--- src/rtl/spoc64_ctrl_pkg.sv ---
// SpoC-64 controller shared types.
// State encoding, bdi type codes and domain codes.
package spoc64_ctrl_pkg;

  typedef enum logic [4:0] {
    S_IDLE,
    S_LD_KEY,
    S_LD_NPUB,
    S_INIT_LOAD,
    S_INIT_PERM,
    S_INIT_LOCK,
    S_CLR,
    S_WAIT_BDI,
    S_TRUNC,
    S_OUT_HI,
    S_OUT_LO,
    S_ABSORB,
    S_PERM,
    S_FINAL_LOCK,
    S_FINAL_PERM,
    S_TAG_HI,
    S_TAG_LO,
    S_LD_TAG,
    S_VERIFY
  } state_t;

  localparam logic [2:0] T_NPUB = 3'b110;
  localparam logic [2:0] T_AD   = 3'b001;
  localparam logic [2:0] T_MSG  = 3'b010;
  localparam logic [2:0] T_TAG  = 3'b100;

  localparam logic [1:0] CW_AD  = 2'b01;
  localparam logic [1:0] CW_MSG = 2'b10;

  typedef struct packed {
    logic last;
    logic full;
    logic eoi;
    logic msg;
    logic partial;
  } blk_t;

endpackage

--- src/rtl/d_ff.sv ---
// Enabled register primitive with synchronous reset.
// Used for small counters and edge-detect flops.
module d_ff #(
  parameter int W = 1
) (
  input  logic         clk,
  input  logic         rst,
  input  logic         en,
  input  logic [W-1:0] d,
  output logic [W-1:0] q
);

  always_ff @(posedge clk) begin
    if (rst) q <= '0;
    else if (en) q <= d;
  end

endmodule

--- src/rtl/spoc64_controller.sv ---
// SpoC-64 AEAD control FSM.
// Sequences key/npub load, AD, PT/CT, tag output and verify.
module spoc64_controller
  import spoc64_ctrl_pkg::*;
#(
  parameter int KEY_WORDS  = 4,
  parameter int NPUB_WORDS = 4
) (
  input  logic       clk,
  input  logic       rst,
  input  logic       key_valid,
  output logic       key_ready,
  input  logic       key_update,
  input  logic       bdi_valid,
  output logic       bdi_ready,
  input  logic [2:0] bdi_type,
  input  logic [2:0] bdi_size,
  input  logic       bdi_eot,
  input  logic       bdi_eoi,
  input  logic       decrypt_in,
  output logic       bdo_valid,
  input  logic       bdo_ready,
  output logic       end_of_block,
  output logic       msg_auth_valid,
  input  logic       msg_auth_ready,
  input  logic       done,
  input  logic       trunc_complete,
  input  logic       msg_auth,
  output logic       start,
  output logic       init_state,
  output logic       en_key,
  output logic       en_npub,
  output logic       en_bdi,
  output logic       clr_bdi,
  output logic       en_cum_size,
  output logic       en_trunc,
  output logic       init_trunc,
  output logic       bdi_complete,
  output logic       bdo_complete,
  output logic       en_state_in,
  output logic       sel_tag,
  output logic       init_lock,
  output logic       lock_tag_state,
  output logic       decrypt_reg,
  output logic       bdi_partial_reg,
  output logic [1:0] ctrl_word
);

  localparam logic [1:0] KEY_LAST  = 2'(KEY_WORDS - 1);
  localparam logic [1:0] NPUB_LAST = 2'(NPUB_WORDS - 1);

  state_t     state_q, state_d;
  logic       fresh_q;
  logic [1:0] cnt_q, cnt_d;
  logic       done_q, done_rise;
  logic [3:0] cum_q;
  blk_t       blk_q;
  logic       pad_q, tag_ph_q, dec_q;
  logic       acc, close, full_now, msg_now;
  logic       unused;

  // The auth result goes straight to the postprocessor.
  assign unused = msg_auth;

  assign msg_now   = bdi_type == T_MSG;
  assign acc       = state_q == S_WAIT_BDI && bdi_valid
                   && !tag_ph_q
                   && (bdi_type == T_AD || msg_now);
  assign close     = acc && (cnt_q == 2'd1 || bdi_eot);
  assign full_now  = cnt_q == 2'd1 && bdi_size == 3'd4;
  assign done_rise = done && !done_q;

  d_ff #(.W(2)) u_cnt (
    .clk(clk), .rst(rst), .en(1'b1),
    .d(cnt_d), .q(cnt_q)
  );

  d_ff #(.W(1)) u_done (
    .clk(clk), .rst(rst), .en(1'b1),
    .d(done), .q(done_q)
  );

  always_comb begin
    cnt_d = cnt_q;
    unique case (1'b1)
      state_q == S_LD_KEY:
        if (key_valid)
          cnt_d = cnt_q == KEY_LAST ? '0 : cnt_q + 2'd1;
      state_q == S_LD_NPUB:
        if (bdi_valid)
          cnt_d = cnt_q == NPUB_LAST ? '0 : cnt_q + 2'd1;
      state_q == S_WAIT_BDI:
        if (acc) cnt_d = close ? '0 : cnt_q + 2'd1;
      state_q == S_LD_TAG:
        if (bdi_valid)
          cnt_d = cnt_q == 2'd1 ? '0 : cnt_q + 2'd1;
      default: cnt_d = '0;
    endcase
  end

  always_ff @(posedge clk) begin
    if (rst) begin
      state_q <= S_IDLE;
      fresh_q <= 1'b0;
    end else begin
      state_q <= state_d;
      fresh_q <= state_d != state_q;
    end
  end

  always_comb begin
    state_d = state_q;
    unique case (state_q)
      S_IDLE:
        if (key_valid && key_update) state_d = S_LD_KEY;
        else if (bdi_valid && bdi_type == T_NPUB)
          state_d = S_LD_NPUB;
      S_LD_KEY:
        if (key_valid && cnt_q == KEY_LAST) state_d = S_IDLE;
      S_LD_NPUB:
        if (bdi_valid && cnt_q == NPUB_LAST)
          state_d = S_INIT_LOAD;
      S_INIT_LOAD: state_d = S_INIT_PERM;
      S_INIT_PERM: if (done_rise) state_d = S_INIT_LOCK;
      S_INIT_LOCK: state_d = S_CLR;
      S_CLR:
        if (pad_q) state_d = blk_q.msg ? S_TRUNC : S_ABSORB;
        else state_d = S_WAIT_BDI;
      S_WAIT_BDI:
        if (bdi_valid && bdi_type == T_TAG && tag_ph_q)
          state_d = S_LD_TAG;
        else if (close) state_d = msg_now ? S_TRUNC : S_ABSORB;
      S_TRUNC:
        if (trunc_complete)
          state_d = cum_q == '0 ? S_ABSORB : S_OUT_HI;
      S_OUT_HI:
        if (bdo_ready)
          state_d = cum_q <= 4'd4 ? S_ABSORB : S_OUT_LO;
      S_OUT_LO: if (bdo_ready) state_d = S_ABSORB;
      S_ABSORB: state_d = S_PERM;
      S_PERM:
        if (done_rise) begin
          if (!blk_q.last || blk_q.full) state_d = S_CLR;
          else if (!blk_q.msg && !blk_q.eoi) state_d = S_CLR;
          else state_d = S_FINAL_LOCK;
        end
      S_FINAL_LOCK: state_d = S_FINAL_PERM;
      S_FINAL_PERM:
        if (done_rise) state_d = dec_q ? S_CLR : S_TAG_HI;
      S_TAG_HI: if (bdo_ready) state_d = S_TAG_LO;
      S_TAG_LO: if (bdo_ready) state_d = S_IDLE;
      S_LD_TAG:
        if (bdi_valid && cnt_q == 2'd1) state_d = S_VERIFY;
      S_VERIFY: if (msg_auth_ready) state_d = S_IDLE;
      default: state_d = S_IDLE;
    endcase
  end

  // A segment ending on a full block is followed by an empty pad block.
  always_ff @(posedge clk) begin
    if (rst) begin
      cum_q    <= '0;
      blk_q    <= '0;
      pad_q    <= 1'b0;
      tag_ph_q <= 1'b0;
      dec_q    <= 1'b0;
    end else begin
      if (state_q == S_CLR) cum_q <= '0;
      else if (acc) cum_q <= cum_q + {1'b0, bdi_size};
      if (close) begin
        blk_q <= '{last: bdi_eot, full: full_now,
                   eoi: bdi_eoi, msg: msg_now,
                   partial: !full_now};
      end else if (state_q == S_CLR && pad_q) begin
        blk_q.last    <= 1'b1;
        blk_q.full    <= 1'b0;
        blk_q.partial <= 1'b1;
      end
      if (state_q == S_PERM && done_rise
          && blk_q.last && blk_q.full)
        pad_q <= 1'b1;
      else if (state_q == S_CLR) pad_q <= 1'b0;
      if (state_q == S_IDLE) tag_ph_q <= 1'b0;
      else if (state_q == S_FINAL_PERM && done_rise)
        tag_ph_q <= 1'b1;
      if (state_q == S_LD_NPUB && bdi_valid && cnt_q == '0)
        dec_q <= decrypt_in;
    end
  end

  always_comb begin
    key_ready       = 1'b0;
    bdi_ready       = 1'b0;
    bdo_valid       = 1'b0;
    end_of_block    = 1'b0;
    msg_auth_valid  = 1'b0;
    start           = 1'b0;
    init_state      = 1'b0;
    en_key          = 1'b0;
    en_npub         = 1'b0;
    en_bdi          = 1'b0;
    clr_bdi         = 1'b0;
    en_cum_size     = 1'b0;
    en_trunc        = 1'b0;
    init_trunc      = 1'b0;
    bdi_complete    = 1'b0;
    bdo_complete    = 1'b0;
    en_state_in     = 1'b0;
    sel_tag         = 1'b0;
    init_lock       = 1'b0;
    lock_tag_state  = 1'b0;
    ctrl_word       = 2'b00;
    decrypt_reg     = !rst && dec_q;
    bdi_partial_reg = !rst && blk_q.partial;
    if (!rst) begin
      unique case (state_q)
        S_LD_KEY: begin
          key_ready = key_valid;
          en_key    = key_valid;
        end
        S_LD_NPUB: begin
          bdi_ready = bdi_valid;
          en_npub   = bdi_valid;
        end
        S_INIT_LOAD: begin
          init_state  = 1'b1;
          en_state_in = 1'b1;
        end
        S_INIT_PERM, S_PERM, S_FINAL_PERM: start = fresh_q;
        S_INIT_LOCK: begin
          init_lock   = 1'b1;
          en_state_in = 1'b1;
        end
        S_CLR: begin
          clr_bdi     = 1'b1;
          en_bdi      = 1'b1;
          en_cum_size = 1'b1;
          init_trunc  = pad_q && blk_q.msg;
        end
        S_WAIT_BDI: begin
          bdi_ready    = acc;
          en_bdi       = acc;
          en_cum_size  = acc;
          bdi_complete = acc && cnt_q == 2'd1;
          init_trunc   = close && msg_now;
        end
        S_TRUNC: en_trunc = !trunc_complete;
        S_OUT_HI: bdo_valid = 1'b1;
        S_OUT_LO: begin
          bdo_valid    = 1'b1;
          bdo_complete = 1'b1;
        end
        S_ABSORB: begin
          en_state_in = 1'b1;
          ctrl_word   = blk_q.msg ? CW_MSG : CW_AD;
        end
        S_FINAL_LOCK: begin
          lock_tag_state = 1'b1;
          en_state_in    = 1'b1;
        end
        S_TAG_HI: begin
          bdo_valid = 1'b1;
          sel_tag   = 1'b1;
        end
        S_TAG_LO: begin
          bdo_valid    = 1'b1;
          sel_tag      = 1'b1;
          bdo_complete = 1'b1;
          end_of_block = 1'b1;
        end
        S_LD_TAG: begin
          bdi_ready    = bdi_valid;
          en_bdi       = bdi_valid;
          bdi_complete = bdi_valid && cnt_q == 2'd1;
        end
        S_VERIFY: msg_auth_valid = 1'b1;
        default: ;
      endcase
    end
  end

endmodule

--- config.mk ---
export PLATFORM = sky130hd
export DESIGN_NAME = spoc64_controller
export DESIGN_NICKNAME = d
export VERILOG_FILES = /design/src/rtl/spoc64_ctrl_pkg.sv /design/src/rtl/d_ff.sv /design/src/rtl/spoc64_controller.sv
export SDC_FILE = /design/constraint.sdc
export NUM_CORES = 1
export LEC_CHECK = 0
export CAP_MARGIN = 20
export CELL_PAD_IN_SITES_DETAIL_PLACEMENT = 1
export CELL_PAD_IN_SITES_GLOBAL_PLACEMENT = 1
export CORE_UTILIZATION = 40
export CTS_BUF_LIST = sky130_fd_sc_hd__clkbuf_8
export DETAILED_ROUTE_END_ITERATION = 6
export PLACE_DENSITY_LB_ADDON = 0.1
export SLEW_MARGIN = 10
export SYNTH_ARGS = -nofsm -noshare
export SYNTH_HDL_FRONTEND = slang
export SYNTH_SLANG_ARGS = --single-unit
--- constraint.sdc ---
create_clock -name clk -period 3.9 [get_ports clk]
set_input_delay 0.78 -clock clk [delete_from_list [all_inputs] [get_ports clk]]
set_output_delay 0.78 -clock clk [all_outputs]
set_load 0.02 [all_outputs]
### After elaboration in Yosys (flattened, before gate mapping)

Index checks and enable logic that the tools add are counted.

| word-level totals | value |
|---|---|
| output and inout port bits | 24 |
| flip-flop bits (word level) | 21 |

| operators by class | value |
|---|---|
| $add $sub $neg | 2 |
| reduce and logical (&&, ||, !) cells | 51 |
| equality and inequality tests | 30 |
| magnitude comparators | 1 |
| mux-type cells | 80 |

Operator list:

| operator | number |
|---|---|
| $pmux 5 s19 | 1 |
| $mux 5 | 16 |
| $eq 5x4->1 const B | 8 |
| $mux 1 | 38 |
| $mux 2 | 15 |
| $logic_and 1x1->1 | 26 |
| $eq 5x3->1 const B | 4 |
| $mux 4 | 4 |
| $eq 5x5->1 const B | 3 |
| $eq 5x2->1 const B | 2 |
| $reduce_or 2->1 | 5 |
| $eq 3x3->1 const B | 3 |
| $logic_not 1->1 | 8 |
| $ne 2x2->1 const B | 4 |
| $pmux 1 s2 | 4 |
| $pmux 2 s4 | 1 |
| $reduce_or 4->1 | 2 |
| $eq 5x1->1 const B | 1 |
| $logic_not 5->1 | 1 |
| $ne 5x5->1 | 1 |
| $add 4x3->4 | 1 |
| $le 4x3->1 const B | 1 |
| $logic_not 4->1 | 1 |
| $reduce_and 4->1 | 1 |
| other kinds (10) | 13 |

### Longest topological paths before layout

Gate-level depths: netlist (run 1).

| depth | value |
|---|---|
| depth in word-level cells | 9 |
| mapped depth | 8 |
| depth with buffers taken out | 8 |

### Hierarchy

A second synthesis (run 1) with hierarchy kept.

| second synthesis, totals | value |
|---|---|
| cells, all modules | 288 |
| area, all modules | 2034.5 µm² |

By module, submodules not included:

| module | seq. area each (µm²) | instances | area each (µm²) | cells an instance |
|---|---|---|---|---|
| spoc64_controller | 360.3 | 1 | 1933.1 | 279 |
| d_ff at u_cnt | 40.0 | 1 | 67.6 | 6 |
| d_ff at u_done | 20.0 | 1 | 33.8 | 3 |

### Worst setup path before layout (run 1)

OpenSTA, ideal clock, no wires.

| path | value |
|---|---|
| path type | input to output |
| start point | input bdi_type[2] |
| end point | output bdi_ready |
| setup slack | 0.842 ns |
| data arrival time | 2.278 ns |
| path buffers | 1 |
| stages on the path | 5 |
| cells stage by stage | or3b_1 -> nor4_1 -> buf_2 -> nor3_1 -> nor3b_1 |

| on the way | value |
|---|---|
| cells in the longest elaborated chain, start to end | 5 |

Ends and longest elaborated chain:

| item | line | text |
|---|---|---|
| from (decl) | spoc64_controller.sv:16 | `input logic [2:0] bdi_type,` |
| $eq 3x1->1 or $eq 3x2->1 (tied branches) | spoc64_controller.sv:68, spoc64_controller.sv:65 |  |
| $logic_or 1x1->1 (*) | spoc64_controller.sv:68 | `&& (bdi_type == T_AD \|\| msg_now);` |
| $logic_and 1x1->1 (*) | spoc64_controller.sv:68 |  |
| $pmux 1 s2 (*) | spoc64_controller.sv:216 | `unique case (state_q)` |
| $mux 1 (*) | spoc64_controller.sv:215 | `if (!rst) begin` |
| to (decl) | spoc64_controller.sv:15 | `output logic bdi_ready,` |

Mark *: on every way between the ends. The rest lies on a longest branch, timed or not.

### Final worst setup path (run 1)

| path | value |
|---|---|
| start point | input bdi_valid |
| end point | output bdi_ready |

| on the way | value |
|---|---|
| cells in the longest elaborated chain, start to end | 5 |

Ends and longest elaborated chain:

| item | line | text |
|---|---|---|
| from (decl) | spoc64_controller.sv:14 | `input logic bdi_valid,` |
| $logic_and 1x1->1 | spoc64_controller.sv:66 | `assign acc = state_q == S_WAIT_BDI && bdi_valid` |
| $logic_and 1x1->1 | spoc64_controller.sv:67 | `&& !tag_ph_q` |
| $logic_and 1x1->1 | spoc64_controller.sv:68 |  |
| $pmux 1 s2 (*) | spoc64_controller.sv:216 |  |
| $mux 1 (*) | spoc64_controller.sv:215 |  |

Marks and branches as above.

==> flow_summary_export.csv, run 1 <==
group,metric,value,unit
status,outcome,"finished, final reports clean",
die,start_util,41.88,%
final_layout,nNetsFinal,338,
grt,grt_pass1_wl,10.99,mm
grt,grt_remaining_overflow,0,
cts,clkTransAtPathRegs,0.09,ns
synthesis,ys_ff_latch,21,
cts,insertion_delay,0.27,ns
cts,cts_setup_buffers,0,
hold_path,hold_start,"blk_q[2]",
cts,cts_hold_buf,0,
setup_path,crit_path_start,"bdi_valid",
placement,io_buffers,41,
setup_path,reg2reg_depth,6,
timing,worst_pin_slew,0.6164,ns
placement,place_hpwl,5.213,mm
grt,grt_pass1_vias,2143,
synthesis,synth_top_area_share,20.97,%
synthesis,ys.warnings.count,0,
setup_path,cp_max_fo,4,
timing,final.setup_skew,0.001876,ns
final_layout,multi_input_area,1431,sq um
setup_path,slowest_stage,"clkdlybuf4s50_1",
timing,period_minus_slack,3.749,ns
final_layout,area_growth,25.97,%
final_layout,final_design_area_no_fill,2525,sq um
route,ant_nets,0,
die,fp.coreArea,4786,sq um
synthesis,synth_cell_types,60,
route,drtIter0Drc,135,
grt,antenna_found_initial,0,
cts,cts_buffers,3,
placement,post-place-ws,0.06899,ns
synthesis,async_flop_share,0,%
timing,fin_ws,0.1511,ns
setup_path,critical_path_buf_inv_count,3,
timing,setup_viol,0,
cts,htree_levels,1,
route,vias_per_cell,5.862,
final_layout,seqCellArea,420.4,sq um
hold_path,hp-class,"reg2reg",
timing,fmax,266.7,MHz
flow_run,cap_viol_max_count,0,
synthesis,yosysSeqAreaShare,20.97,%
route,drc,0,
timing,slew_headroom,58.78,%
cts,clockRootBuffer,"clkbuf_8",
die,num_rows,25,
placement,dpl-instance-area,2472,sq um
synthesis,synth.area.top_cells,"dfxtp_1 21%, a21oi_1 6.7%, nor2_1 5.4%",
synthesis,synth_nets,305,
synthesis,syn_area,2004,sq um
cts,cts_tree,"built",
cts,clk_path_buf_depth,2,
setup_path,cp-end-kind,"output pin",
final_layout,fin_cells,377,
setup_path,critPathTopFamily,"buffers and inverters",
cts,ctsResizeCount,0,
setup_path,path_common_cell,"clkdlybuf4s50_1",
final_layout,drive_above_1_share,8.065,%
timing,grt_setup_unrepaired,"false",
setup_path,arrival,2.97,ns
synthesis,netlist.top_cell.by_area,"dfxtp_1",
route,finalWirelength,6.757,mm
placement,place.gp.congestion,0.8945,
grt,grt_max_degree,25,
setup_path,critPathMaxStageDelay,0.63,ns
synthesis,synth_area_per_cell,7.210,sq um
setup_path,critPathKind,"in2out",
hold_path,hold_path_end,"blk_q[2]",
final_layout,fillers,635,
final_layout,antenna_cells,0,
hold_path,min_path_cells,2,
power_and_ir_drop,irDropWorstVdd,0.1510,mV
timing,period_share,96.13,%
setup_path,ff2ff_setup_slack,1.26,ns
setup_path,r2r-end,"fresh_q",
synthesis,ys.flop_type,"dfxtp_1",
die,die_height,72.79,um
die,die_x,72.79,um
grt,grtUsageTotal,27.04,%
setup_path,critPathLaunchType,"input port",
cts,numClockSinks,21,
die,die_area,5298,sq um
route,vias,2210,
timing,finalHoldViolations,0,
setup_path,path_cells,"clkdlybuf4s50_1 > or3b_1 > nor4_2 > buf_4 > nor3_1 > nor3b_1 > clkdlybuf4s50_1",
setup_path,worstPathRequired,3.12,ns
route,drt_first_pass_iters,4,
die,top_level_ports,43,
timing,setup-tns-final,0,ns
setup_path,r2r-start,"state_q[2]",
power_and_ir_drop,pwr_density_cell,183.5,nW/um^2
synthesis,synth_edf_count,0,
power_and_ir_drop,leakagePower,0.0008301,uW
synthesis,synth_cells,278,
route,wl_per_cell,17.92,um
placement,dp_cells,373,
timing,slew_violations,0,
[worst reg2reg max path: stages (launching register included)]
cell and delay [ns]:
dfxtp_1 0.60, nand2b_1 0.49, nor2_4 0.11, a31oi_1 0.25
nor4b_1 0.52, mux2_4 0.36, a41oi_2 0.23
[where the power goes]
group	internal, uW	leakage [uW]	switching, uW
combinational	41.6	0.000635	48.5
sequential	217	0.000170	2.15
clock	71.4	0.0000255	82.5
total	330	0.000830	133
[area by class of cell]
cell class,count,share of cell area [%]
well taps,67,3.320
multi-input cells,223,56.69
inverters,10,1.487
repair buffers,52,20.02
flip-flops and latches,21,16.65
clock inverters,1,0.1982
clock buffers,3,1.635
[registers in the layout, indices dropped and copies added (netlist names)]
register	count
blk_q	5
cum_q	4
dec_q	1
fresh_q	1
pad_q	1
state_q	5
tag_ph_q	1
u_cnt.q	2
u_done.q	1
[routing by layer]
metal | routed length, um | vias to the layer above | global-route usage (%)
li1 | - | 1075 | -
met1 | 3184 | 1064 | 38.93
met2 | 3134 | 66 | 44.24
met3 | 388 | 5 | 3.039
met4 | 49 | 0 | 4.139
met5 | 0 | - | 0
[logic make-up (layout without fill, tap and decap cells)]
family,Yosys count,after routing,synth area share [%]
buffers and inverters,34,66,7.928
AOI/OAI and AO/OA,72,72,24.16
xor gates and xnor gates,4,4,1.748
and+or+nand+nor,134,134,37.02
muxes,5,5,2.809
adders and majority gates,8,8,5.368
DFF,21,21,20.97
[Yosys cell counts, types with 4 or more instances]
cell	n
nand3_1	8
nor2b_1	12
nor3_1	17
inv_1	10
buf_2	10
a211oi_1	4
nor2_1	29
a21oi_1	27
nor4_1	6
nand4_1	4
nand2b_1	7
ha_1	7
nor3b_1	5
o21ai_0	9
dfxtp_1	21
nand2_1	17
clkbuf_1	9
[metrics by stage]
| stage | total power (uW) | utilization (%) | hold WS, ns |
|---|---|---|---|
| 2_1_floorplan | 273.9 | - | 0.4269 |
| 3_3_place_gp | 312.1 | 51.66 | 0.4386 |
| 3_5_place_dp | 313.7 | 51.66 | 0.4438 |
| 4_1_cts | 464.4 | 52.63 | 0.4563 |
| 5_1_grt | 481.9 | 52.76 | 0.4860 |
| 6_report | 463.3 | 52.76 | 0.4550 |
[worst max path at each step]
| stage | to | slack, ns | cells after the start |
|---|---|---|---|
| finish | bdi_ready | 0.15 | 7 |
| global route | bdi_ready | 0.03 | 7 |
| CTS | bdi_ready | 0.07 | 7 |
| detailed placement | bdi_ready | 0.07 | 7 |
| global placement | bdi_ready | 0.06 | 7 |
| floorplan | bdi_ready | 0.84 | 5 |
[layout by cell type (no fill, tap or decap), types with 8 or more instances in the layout]
cell type,netlist,final
a21oi_1,27,27
buf_4,1,10
clkdlybuf4s50_1,0,41
dfxtp_1,21,21
inv_1,10,10
nand2_1,17,17
nand3_1,8,8
nor2_1,29,29
nor2b_1,12,12
nor3_1,17,17
o21ai_0,9,9
(Power assumes the default switching activity.)
==> inputs of run 2 (changes only) <==
CTS_CLUSTER_SIZE = 25   (was not set)
SETUP_SLACK_MARGIN = 0.1   (was not set)
==> run 2 against run 1 <==
- first-iteration DRC count down 15%
- register-to-register slack worse by 0.02 ns
- clock power about the same
- sequential power about the same
- clock-buffer cell count unchanged
- via count up 0.90%
- clock skew up 0.0014 ns
- setup slack better by 0.068 ns
- wire length unchanged
- sequential share of layout area about the same
- sequential cell count unchanged
- worst hold slack better by 0.00080 ns
- largest cell class unchanged
- largest power group unchanged
==> flow_summary_export.csv, run 2 (synthesis gave the netlist of run 1 again) <==
group,metric,value,unit
die,die_x,72.79,um
grt,grtUsageTotal,27.04,%
die,start_util,41.88,%
cts,numClockSinks,21,
placement,post-place-ws,0.06899,ns
route,ant_nets,0,
final_layout,drive_above_1_share,8.065,%
hold_path,hp-class,"reg2reg",
timing,grt_setup_unrepaired,"false",
cts,cts_buffers,3,
timing,period_share,94.39,%
timing,setup_viol,0,
route,drc,0,
timing,slew_headroom,59.71,%
setup_path,arrival,2.90,ns
power_and_ir_drop,p_sw_share,29.05,%
grt,grt_pass1_vias,2143,
timing,setup-tns-final,0,ns
setup_path,cp_max_fo,4,
cts,clk_path_buf_depth,2,
power_and_ir_drop,leakagePower,0.0008724,uW
setup_path,slowest_stage,"clkdlybuf4s50_1",
final_layout,fin_cells,377,
timing,final.setup_skew,0.003240,ns
power_and_ir_drop,seq_power_share,47.1,%
setup_path,critPathTopFamily,"buffers and inverters",
cts,cts_tree,"built",
timing,fin_ws,0.2188,ns
grt,grt_remaining_overflow,0,
route,finalWirelength,6.757,mm
die,fp.coreArea,4786,sq um
placement,dpl-instance-area,2472,sq um
power_and_ir_drop,p_clk_share,33.5,%
final_layout,antenna_cells,0,
cts,htree_levels,1,
placement,io_buffers,41,
power_and_ir_drop,combPwrFrac,19.4,%
setup_path,cp-end-kind,"output pin",
timing,slew_violations,0,
placement,place.gp.congestion,0.8945,
timing,fmax,271.6,MHz
setup_path,critPathKind,"in2out",
route,vias_per_cell,5.915,
route,drt_first_pass_iters,4,
setup_path,path_cells,"clkdlybuf4s50_1 > or3b_1 > nor4_2 > buf_4 > a21oi_1 > a21oi_1 > clkdlybuf4s50_1",
grt,antenna_found_initial,0,
final_layout,final_common_cell,"clkdlybuf4s50_1",
die,die_area,5298,sq um
cts,insertion_delay,0.27,ns
cts,clkTransAtPathRegs,0.09,ns
die,num_rows,25,
die,die_height,72.79,um
power_and_ir_drop,irDropWorstVdd,0.1520,mV
grt,grt_max_degree,25,
placement,place_hpwl,5.213,mm
timing,finalHoldViolations,0,
cts,clockRootBuffer,"clkbuf_8",
setup_path,critPathLaunchType,"input port",
timing,worst_pin_slew,0.6025,ns
power_and_ir_drop,total_power,465.4,uW
final_layout,area_growth,26.16,%
final_layout,final_design_area_no_fill,2529,sq um
final_layout,nNetsFinal,338,
route,wl_per_cell,17.92,um
final_layout,fillers,635,
setup_path,critPathMaxStageDelay,0.61,ns
final_layout,layout_common_cells,"38 x clkdlybuf4s50_1, 29 x nor2_1, 27 x a21oi_1, 21 x dfxtp_1",
setup_path,critical_path_buf_inv_count,3,
final_layout,top_regs,"blk_q x5, state_q x5, cum_q x4",
route,drtIter0Drc,115,
setup_path,worstPathRequired,3.12,ns
power_and_ir_drop,pwr_density_cell,184.1,nW/um^2
timing,period_minus_slack,3.681,ns
cts,cts_setup_buffers,0,
route,vias,2230,
grt,grt_pass1_wl,10.99,mm
power_and_ir_drop,power.switching,135.2,uW
flow_run,cap_viol_max_count,0,
status,outcome,"finished, final reports clean",
die,top_level_ports,43,
placement,dp_cells,373,
cts,cts_hold_buf,0,
power_and_ir_drop,intPower,330.2,uW
run 2: changes by cell type in the layout (fill, tap and decap cells not counted):
cell             previous run  this run
dlygate4sd2_1               0         1
clkdlybuf4s50_1            41        38
dlymetal6s2s_1              0         2
run 2: tightest hold or removal path: stages (launching register included):
cell,delay [ns]
dfxtp_1,0.31
nand2_1,0.05
a21oi_1,0.05
run 2: layer usage:
| layer | global-route usage [%] | vias to the layer above | wire, um |
|---|---|---|---|
| li1 | - | 1079 | - |
| met1 | 38.93 | 1073 | 3270 |
| met2 | 44.24 | 69 | 3058 |
| met3 | 3.039 | 9 | 363 |
| met4 | 4.139 | 0 | 65 |
| met5 | 0 | - | 0 |
run 2: layout make-up:
cell class	count	area, sq um	area share (%)
Clock buffer	3	41.29	1.633
Clock inverter	1	5.005	0.1979
Inverter	10	37.54	1.484
Multi-Input combinational cell	223	1431	56.61
Sequential cell	21	420.4	16.63
Tap cell	67	83.83	3.315
Timing Repair Buffer	52	509.2	20.14
run 2: repair_timing:
| item | in CTS | in global routing |
|---|---|---|
| cloned | 0 | 0 |
| gates resized for setup | 1 | 3 |
| endpoints found under the hold margin | 0 | 0 |
| endpoints found under the setup margin | 1 | 4 |
run 2: worst paths after layout:
kind,from,to,slack [ns],cells past startpoint
worst max-delay path,bdi_valid,en_bdi,0.22,7
worst min-delay path,blk_q[2],blk_q[2],0.46,2
worst max register to register,state_q[2],fresh_q,1.24,6
worst min register to register,blk_q[2],blk_q[2],0.46,2
run 2: power groups by stage:
stage | Sequential (uW) | Combinational, uW | Clock, uW
final | 219 | 90.2 | 156
after global routing | 220 | 98.3 | 164
after CTS | 219 | 89.7 | 155
after detailed placement | 224 | 89.3 | 0
after global placement | 224 | 88.1 | 0
after floorplan | 223 | 50.4 | 0
run 2: through the flow:
stage / util, % / hold WS, ns
6_report: 52.84 / 0.4558
5_1_grt: 52.84 / 0.4860
4_1_cts: 52.60 / 0.4563
3_5_place_dp: 51.66 / 0.4438
3_3_place_gp: 51.66 / 0.4386
2_1_floorplan: - / 0.4269
==> inputs of run 3 (changes only) <==
CORE_MARGIN = 4   (was not set)
==> run 3 against run 2 <==
- die area rose by 17%
- design area decreased by 0.84%
- critical path type unchanged
- largest cell class unchanged
- core utilization decreased by 0.44 points
- first-iteration DRC count up 27%
- combinational power fell by 1%
- clock skew shrank 0.00061 ns
- setup slack better by 0.13 ns
- wire length up 5.0%
==> flow_summary_export.csv, run 3 (synthesis gave the netlist of run 1 again) <==
group,metric,value,unit
cts,cts_tree,"built",
die,die_area,6208,sq um
route,vias_per_cell,5.936,
die,die_height,78.79,um
placement,place_hpwl,5.532,mm
grt,grt_pass1_vias,2270,
setup_path,r2r-start,"state_q[1]",
setup_path,critPathKind,"in2out",
timing,worst_pin_slew,0.5896,ns
cts,clkTransAtPathRegs,0.09,ns
setup_path,arrival,2.77,ns
flow_run,cap_viol_max_count,0,
final_layout,fillers,641,
setup_path,critPathLaunchType,"input port",
timing,slew_violations,0,
route,ant_nets,0,
setup_path,r2r-end,"fresh_q",
cts,clk_path_buf_depth,2,
die,start_util,41.88,%
timing,period_share,91.09,%
grt,antenna_found_initial,0,
cts,cts_hold_buf,0,
status,outcome,"finished, final reports clean",
route,finalWirelength,7.098,mm
hold_path,hold_path_end,"blk_q[2]",
hold_path,hold_start,"blk_q[2]",
final_layout,antenna_cells,0,
setup_path,cp_max_fo,11,
cts,numClockSinks,21,
placement,io_buffers,41,
die,die_x,78.79,um
cts,ctsResizeCount,3,
setup_path,ff2ff_setup_slack,1.30,ns
power_and_ir_drop,pwr_density_cell,184.8,nW/um^2
placement,place.gp.congestion,0.8559,
cts,htree_levels,1,
hold_path,hp-class,"reg2reg",
die,num_rows,25,
final_layout,top_regs,"blk_q x5, state_q x5, cum_q x4",
route,drt_first_pass_iters,4,
final_layout,drive_above_1_share,7.742,%
final_layout,layout_common_cells,"36 x clkdlybuf4s50_1, 29 x nor2_1, 27 x a21oi_1, 21 x dfxtp_1",
final_layout,nNetsFinal,338,
route,wl_per_cell,18.83,um
power_and_ir_drop,irDropWorstVdd,0.1710,mV
final_layout,final_common_cell,"clkdlybuf4s50_1",
cts,cts_buffers,3,
cts,cts_setup_buffers,0,
timing,fmax,281.5,MHz
setup_path,worstPathRequired,3.12,ns
die,fp.coreArea,4786,sq um
timing,slew_headroom,60.37,%
grt,grt_max_degree,23,
timing,period_minus_slack,3.552,ns
setup_path,reg2reg_depth,7,
timing,setup-tns-final,0,ns
grt,grt_remaining_overflow,0,
timing,setup_viol,0,
power_and_ir_drop,leakagePower,0.0008773,uW
timing,final.setup_skew,0.002634,ns
grt,grt_pass1_wl,11.64,mm
timing,grt_setup_unrepaired,"false",
die,top_level_ports,43,
setup_path,cp-end-kind,"output pin",
route,drtIter0Drc,146,
cts,insertion_delay,0.27,ns
route,vias,2238,
grt,grtUsageTotal,23.90,%
final_layout,area_growth,25.09,%
route,drc,0,
cts,clockRootBuffer,"clkbuf_8",
timing,finalHoldViolations,0,
power_and_ir_drop,total_power,463.4,uW
hold_path,min_path_cells,2,
-- run 3: per-layer routing --
metal	vias up	GRT usage, %	wire (um)
met5	-	0	0
met4	0	5.245	72
met3	6	3.288	361
met2	69	41.77	3427
met1	1092	31.10	3237
li1	1071	-	-
-- run 3: area by class of cell --
class                           count  area [sq um]  share of cell area [%]
Multi-Input combinational cell    223          1425                   56.84
Timing Repair Buffer               52         494.2                   19.71
Tap cell                           67         83.83                   3.343
Sequential cell                    21         420.4                   16.77
Clock buffer                        3         41.29                   1.647
Inverter                           10         37.54                   1.497
Clock inverter                      1         5.005                  0.1996
-- run 3: worst max-delay path, stage by stage --
cell and delay, ns:
clkdlybuf4s50_1 0.48, or3b_1 0.40, nor4_1 0.24, buf_4 0.23, nand4b_1 0.13, a21oi_1 0.16, dlygate4sd2_1 0.35
-- run 3: worst max path at each step --
stage	endpoint	from	cells past startpoint
floorplan	bdi_ready	bdi_type[2]	5
global placement	init_trunc	bdi_valid	7
detailed placement	bdi_complete	bdi_valid	7
CTS	en_bdi	bdi_valid	7
global route	init_trunc	bdi_valid	7
finish	init_trunc	bdi_valid	7
-- run 3: where the power goes --
group / internal [uW] / switching, uW
combinational: 40.4 / 48.5
sequential: 217 / 2.87
clock: 71.6 / 83.0
-- run 3: metrics by stage --
step | util (%) | worst slack [ns] | std cells | instance area (sq um) | hold WS [ns]
2_1_floorplan | - | 0.8424 | 278 | 2004 | 0.4269
3_3_place_gp | 51.40 | 0.08785 | 373 | 2460 | 0.4395
3_5_place_dp | 51.40 | 0.03526 | 373 | 2460 | 0.4505
4_1_cts | 52.29 | 0.1282 | 377 | 2502 | 0.4625
5_1_grt | 52.39 | 0.1161 | 377 | 2507 | 0.5135
6_report | 52.39 | 0.3475 | 377 | 2507 | 0.4681
